**src/rtl/ttt_pkg.sv**
```systemverilog
// ttt_pkg: shared definitions for the tic-tac-toe controller slice.
//   - cell codes for the 2-bit board cells
//   - controller state enum
//   - board size constant
//   - helper to hand the turn to the other player
package ttt_pkg;

   localparam logic [1:0] CELL_EMPTY = 2'b00;
   localparam logic [1:0] CELL_X     = 2'b01;
   localparam logic [1:0] CELL_O     = 2'b10;

   localparam int BOARD_SIZE = 9;

   typedef enum logic [1:0] {
      StIdle,
      StPlay,
      StCheck,
      StDone
   } state_e;

   function automatic logic [1:0] other_player(input logic [1:0] p);
      return (p == CELL_X) ? CELL_O : CELL_X;
   endfunction

endpackage

```
**src/rtl/turn_timer.sv**
```systemverilog
// turn_timer: loadable down-counter that flags the end of a turn.
//   clk, rst_n : clock, asynchronous active-low reset
//   clr        : reload the count (turn starts afresh)
//   en         : count this cycle
//   expired    : high in the TIMEOUT-th enabled cycle after a reload;
//                the counter reloads itself on that cycle
module turn_timer #(
   parameter int unsigned TIMEOUT = 1
) (
   input  logic clk,
   input  logic rst_n,
   input  logic clr,
   input  logic en,
   output logic expired
);

   localparam int unsigned W = (TIMEOUT > 1) ? $clog2(TIMEOUT) : 1;
   localparam logic [W-1:0] LOAD = W'(TIMEOUT - 1);

   logic [W-1:0] cnt_q;

   assign expired = en && !clr && (cnt_q == '0);

   always_ff @(posedge clk or negedge rst_n) begin
      if (!rst_n) begin
         cnt_q <= LOAD;
      end else if (clr) begin
         cnt_q <= LOAD;
      end else if (en) begin
         if (cnt_q == '0) cnt_q <= LOAD;
         else             cnt_q <= cnt_q - 1'b1;
      end
   end

endmodule

```
**src/rtl/board_controller.sv**
```systemverilog
// board_controller: owns the nine-cell board, validates and applies moves,
// alternates turns and decides win/draw using winner_detector's result.
//   clk, rst_n          : clock, asynchronous active-low reset
//   start, restart      : begin a game from IDLE / abort to IDLE
//   move_valid, move_pos: move request, cell 1..9 row-major
//   win, who            : from winner_detector, sampled only in CHECK
//   pos1..pos9          : board cells
//   player              : side to move
//   move_ready          : high in PLAY
//   move_err, timeout   : one-cycle pulses (rejected move / forfeited turn)
//   game_over, draw     : DONE, and DONE without a winner
//   winner              : winning code held in DONE
//   move_count          : cells filled
module board_controller
   import ttt_pkg::*;
#(
   parameter logic [1:0]  FIRST_PLAYER = CELL_X,
   parameter int unsigned TURN_TIMEOUT = 0
) (
   input  logic       clk,
   input  logic       rst_n,
   input  logic       start,
   input  logic       restart,
   input  logic       move_valid,
   input  logic [3:0] move_pos,
   input  logic       win,
   input  logic [1:0] who,
   output logic [1:0] pos1,
   output logic [1:0] pos2,
   output logic [1:0] pos3,
   output logic [1:0] pos4,
   output logic [1:0] pos5,
   output logic [1:0] pos6,
   output logic [1:0] pos7,
   output logic [1:0] pos8,
   output logic [1:0] pos9,
   output logic [1:0] player,
   output logic       move_ready,
   output logic       move_err,
   output logic       timeout,
   output logic       game_over,
   output logic       draw,
   output logic [1:0] winner,
   output logic [3:0] move_count
);

   logic [1:0] cells_q [BOARD_SIZE];
   state_e     state_q;
   logic [1:0] player_q;
   logic [1:0] winner_q;
   logic       move_ready_q;
   logic       move_err_q;
   logic       timeout_q;
   logic       game_over_q;
   logic       draw_q;
   logic [3:0] move_count_q;

   logic       pos_ok;
   logic [3:0] idx;
   logic       cell_free;
   logic       accept;
   logic       timer_expired;

   always_comb begin
      pos_ok    = (move_pos >= 4'd1) && (move_pos <= 4'(BOARD_SIZE));
      idx       = move_pos - 4'd1;
      cell_free = 1'b0;
      if (pos_ok) cell_free = (cells_q[idx] == CELL_EMPTY);
      accept    = (state_q == StPlay) && move_valid && cell_free;
   end

   // The timer runs only while waiting for a move; any other state reloads it,
   // so every entry into PLAY starts a full turn.
   if (TURN_TIMEOUT > 0) begin : g_timer
      turn_timer #(
         .TIMEOUT (TURN_TIMEOUT)
      ) u_turn_timer (
         .clk     (clk),
         .rst_n   (rst_n),
         .clr     (state_q != StPlay),
         .en      (state_q == StPlay),
         .expired (timer_expired)
      );
   end else begin : g_no_timer
      assign timer_expired = 1'b0;
   end

   always_ff @(posedge clk or negedge rst_n) begin
      if (!rst_n) begin
         for (int i = 0; i < BOARD_SIZE; i++) cells_q[i] <= CELL_EMPTY;
         state_q      <= StIdle;
         player_q     <= FIRST_PLAYER;
         winner_q     <= CELL_EMPTY;
         move_ready_q <= 1'b0;
         move_err_q   <= 1'b0;
         timeout_q    <= 1'b0;
         game_over_q  <= 1'b0;
         draw_q       <= 1'b0;
         move_count_q <= 4'd0;
      end else begin
         move_err_q <= 1'b0;
         timeout_q  <= 1'b0;
         if (restart) begin
            for (int i = 0; i < BOARD_SIZE; i++) cells_q[i] <= CELL_EMPTY;
            state_q      <= StIdle;
            winner_q     <= CELL_EMPTY;
            move_ready_q <= 1'b0;
            game_over_q  <= 1'b0;
            draw_q       <= 1'b0;
            move_count_q <= 4'd0;
         end else begin
            unique case (state_q)
               StIdle: begin
                  if (start) begin
                     state_q      <= StPlay;
                     player_q     <= FIRST_PLAYER;
                     move_count_q <= 4'd0;
                     move_ready_q <= 1'b1;
                  end
               end
               StPlay: begin
                  if (accept) begin
                     // An accepted move wins over a timer expiring this cycle.
                     cells_q[idx] <= player_q;
                     move_count_q <= move_count_q + 4'd1;
                     state_q      <= StCheck;
                     move_ready_q <= 1'b0;
                  end else begin
                     if (move_valid) move_err_q <= 1'b1;
                     if (timer_expired) begin
                        timeout_q <= 1'b1;
                        player_q  <= other_player(player_q);
                     end
                  end
               end
               StCheck: begin
                  if (win) begin
                     winner_q    <= who;
                     state_q     <= StDone;
                     game_over_q <= 1'b1;
                  end else if (move_count_q == 4'(BOARD_SIZE)) begin
                     draw_q      <= 1'b1;
                     state_q     <= StDone;
                     game_over_q <= 1'b1;
                  end else begin
                     player_q     <= other_player(player_q);
                     state_q      <= StPlay;
                     move_ready_q <= 1'b1;
                  end
               end
               StDone: begin
                  // Board frozen until restart or reset.
               end
               default: state_q <= StIdle;
            endcase
         end
      end
   end

   assign pos1       = cells_q[0];
   assign pos2       = cells_q[1];
   assign pos3       = cells_q[2];
   assign pos4       = cells_q[3];
   assign pos5       = cells_q[4];
   assign pos6       = cells_q[5];
   assign pos7       = cells_q[6];
   assign pos8       = cells_q[7];
   assign pos9       = cells_q[8];
   assign player     = player_q;
   assign move_ready = move_ready_q;
   assign move_err   = move_err_q;
   assign timeout    = timeout_q;
   assign game_over  = game_over_q;
   assign draw       = draw_q;
   assign winner     = winner_q;
   assign move_count = move_count_q;

endmodule

```
**config.mk**
```make
export PLATFORM = sky130hd
export DESIGN_NAME = board_controller
export DESIGN_NICKNAME = d
export VERILOG_FILES = /design/src/rtl/ttt_pkg.sv /design/src/rtl/turn_timer.sv /design/src/rtl/board_controller.sv
export SDC_FILE = /design/constraint.sdc
export NUM_CORES = 1
export LEC_CHECK = 0
export BUFFER_PORTS_ARGS = -buffer_cell sky130_fd_sc_hd__buf_2
export CORE_MARGIN = 5
export CORE_UTILIZATION = 30
export DETAILED_ROUTE_END_ITERATION = 8
export RECOVER_POWER = 50
export REMOVE_ABC_BUFFERS = 1
export SYNTH_ARGS = -nofsm -noshare
export SYNTH_HDL_FRONTEND = slang
export SYNTH_SLANG_ARGS = --single-unit
```
**constraint.sdc**
```tcl
create_clock -name clk -period 2.5 [get_ports clk]
set_clock_uncertainty 0.2 [all_clocks]
set_input_delay 0.375 -clock clk [delete_from_list [all_inputs] [get_ports clk]]
set_output_delay 0.375 -clock clk [all_outputs]
set_load 0.01 [all_outputs]
```
==> flow_metrics.py <==
metrics = {
    "status": {
        "status": "finished, final reports clean",
    },
    "worst_setup_path": {
        "crit_path_max_fanout": 5,
        "startpoint_type": "primary input",
        "crit_path_end_kind": "flop",
        "crit_chain": "buf_2 -> inv_1 -> ha_1 -> nor4bb_1 -> or4_4 -> o21bai_4 -> a31oi_4 -> a32o_1 -> a31o_1",
        "crit_type": "primary input to flop",
        "crit_required_ps": 2470,
        "slowest_stage": "or4_4",
        "crit_arrival_ps": 2330,
        "crit_path_max_incr_delay_ps": 550,
    },
    "floorplan": {
        "start_util_pct": 30.80,
        "core_um2": 6350,
        "die_width_um": 90.74,
        "dieArea_um2": 8234,
        "die_h_um": 90.74,
        "io_pins": 43,
        "num_rows": 29,
    },
    "power_and_ir_drop": {
        "pwr-share-comb_pct": 24.6,
        "p_seq_share_pct": 44.5,
        "leakage_nw": 1.073,
        "swShare_pct": 31.64,
        "power_mw": 1.269,
        "vdd.ir_drop.worst_mv": 0.3508,
        "p_per_area_nw_per_um2": 538.7,
        "intPower_mw": 0.8676,
        "p_clk_share_pct": 30.9,
        "power_switching_mw": 0.4016,
    },
    "logic_synthesis": {
        "synthArstFlopShare_pct": 100.0,
        "synthCells": 205,
        "yosysSeqAreaShare_pct": 41.01,
        "ys.flop_type": "dfrtp_1",
        "synth_area_um2": 1956,
        "ys_types": 48,
        "synth_top_area_cell": "dfrtp_1",
        "ys_ff_latch": 32,
        "synth_top_area_share_pct": 39.67,
        "ys_top_cells_by_area": "dfrtp_1 40%, mux2i_1 8.2%, ha_1 6.4%",
        "synth_edf_count": 0,
        "synth.avg_cell_area_um2": 9.540,
        "yosysWarnings": 0,
    },
    "worst_hold_path": {
        "hold_path.class": "primary input to flop",
    },
    "routing": {
        "ant_nets": 0,
        "remaining_drc_errors": 0,
        "drt-vias-per-instance": 4.920,
        "wl_um": 4838,
        "initialDrtViolationCount": 104,
        "num_vias": 1653,
        "dr.pass1.iters": 4,
        "routedWlPerCell_um": 14.40,
    },
    "clock_network": {
        "cts-root-buf": "clkbuf_8",
        "cts_tree": "built",
        "cts_resized": 0,
        "path_clk_slew_ps": 60,
        "clock_latency_ps": 290,
        "clock_path_buffers": 2,
        "cts_buffers": 5,
        "cts_sinks": 32,
        "h-tree-depth": 2,
    },
    "global_routing": {
        "gr-max-usage-layer": "met2",
        "grt.met3_usage_pct": 3.917,
        "grt_usage_pct": 12.59,
        "antenna_found_initial": 0,
        "grt_max_degree": 33,
        "grt_pass1_vias": 1711,
        "use_met2_pct": 19.43,
        "grt.met1_usage_pct": 16.90,
        "grt_overflow": 0,
        "grt_pass1_wl_um": 8473,
    },
    "sta": {
        "period_share_pct": 94.18,
        "worst_pin_slew_ps": 814.0,
        "worst_slack_ps": 145.5,
        "setup_viol": 0,
        "fmax_ghz": 0.4247,
        "maxSlewViolCount": 0,
        "hold_viol_final": 0,
        "grt_setup_unrepaired": "false",
        "fin_crit_ps": 2355,
        "max-slew-margin-rel_pct": 45.73,
    },
    "layout": {
        "diodes": 0,
        "mostFrequentLayoutCells": "31 x dfrtp_1, 30 x clkbuf_1, 20 x nor2_1",
        "area_growth_pct": 20.47,
        "nFillCells": 663,
        "final_common_cell": "dfrtp_1",
        "final_net_count": 280,
        "drive_above_1_share_pct": 15.44,
        "finalNonFillerCells": 336,
    },
    "placed_design": {
        "placement.io_buffers": 41,
        "place.gp.congestion": 0.8775,
        "hpwl_um": 3641,
        "pre_cts_slack_ps": -136.8,
        "place_inst": 327,
    },
    "job": {
        "maxCapViolations": 0,
    },
}
power by group through the flow:
stage	combinational (mW)	clock, mW	sequential [mW]
2_1_floorplan	0.191	0	0.576
3_3_place_gp	0.315	0	0.574
3_5_place_dp	0.314	0	0.574
4_1_cts	0.318	0.409	0.564
5_1_grt	0.354	0.442	0.568
6_report	0.313	0.392	0.565
cell families (layout without fill, tap and decap cells):
kind of cell / count (synthesis) / after routing / synth area share (%)
adders and majority gates: 10 / 10 / 6.398
xor gates and xnor gates: 3 / 3 / 1.344
other: 1 / 1 / 0.1918
AOI/OAI and AO/OA: 36 / 36 / 14.14
DFF: 32 / 32 / 41.01
muxes: 17 / 17 / 8.765
buffers and inverters: 16 / 70 / 4.159
and+or+nand+nor: 90 / 90 / 23.99
path summary, 6_finish.rpt:
| check | cells after the start | from | slack [ps] | end |
|---|---|---|---|---|
| setup / recovery | 9 | move_pos[0] | 150 | move_count[2] |
| hold / removal | 3 | who[0] | 140 | winner[0] |
| setup reg to reg | 6 | pos5[0] | 430 | move_count[2] |
| hold reg to reg | 2 | draw | 310 | draw |
| max in group asynchronous | 2 | rst_n | 1080 | pos6[1] |
| min in group asynchronous | 2 | rst_n | 500 | pos9[1] |
cell usage after synthesis, drive strengths merged, types with 2 or more instances:
master  number
a31oi        2
dfrtp       31
clkbuf       4
a21oi       14
a211oi       2
ha          10
nand3       14
o22ai        2
nand2       17
buf          5
nand2b      12
mux2i       16
and3         6
xor2         2
o21ai        4
nor2        20
nor4b        2
nor3         6
nor2b        3
nand4        2
inv          7
o21bai       3
metrics by stage:
step | hold slack, ps | util [%] | cell area, um^2 | TNS (ps)
2_1_floorplan | -120.6 | - | 1901 | -13.57
3_3_place_gp | 277.7 | 36.22 | 2300 | -172.0
3_5_place_dp | 284.8 | 36.22 | 2300 | -1058
4_1_cts | 129.2 | 37.66 | 2391 | 0
5_1_grt | 141.4 | 37.10 | 2356 | 0
6_report | 136.2 | 37.10 | 2356 | 0
sequential cells by signal, summed over array words and instances (netlist names):
name	cells
move_count	4
player	2
pos1	2
pos2	2
pos3	2
pos4	2
pos5	2
pos6	2
pos7	2
pos8	2
pos9	2
state_q	2
winner	2
draw	1
game_over	1
move_err	1
move_ready	1
layer usage:
| layer | wire, um | share of wire [%] |
|---|---|---|
| met3 | 209 | 4.3 |
| met4 | 51 | 1.1 |
| met5 | 0 | 0 |
| met2 | 2258 | 47 |
| met1 | 2319 | 48 |
worst max-delay path, delay by kind of cell:
kind                     cells  cell delay, ps
AND/OR/NAND/NOR              2             710
adder cells (fa/ha/maj)      1             350
buffers and inverters        2             140
AO/OA/AOI/OAI                4             750
cell type report:
class                           count  area, um^2  share of cell area (%)
Multi-Input combinational cell    157        1072                   45.51
Clock buffer                        7       76.32                   3.240
Clock inverter                      1       5.005                  0.2124
Tap cell                           77       96.34                   4.089
Inverter                            7       26.28                   1.115
Timing Repair Buffer               55       277.8                   11.79
Sequential cell                    32       802.0                   34.04
what timing repair did:
item | in CTS | in global routing
hold endpoints to repair | 31 | 0
buffers inserted | 0 | 0
hold buffers | 1 | 0
Note: power is estimated with default switching activity, not from simulation.
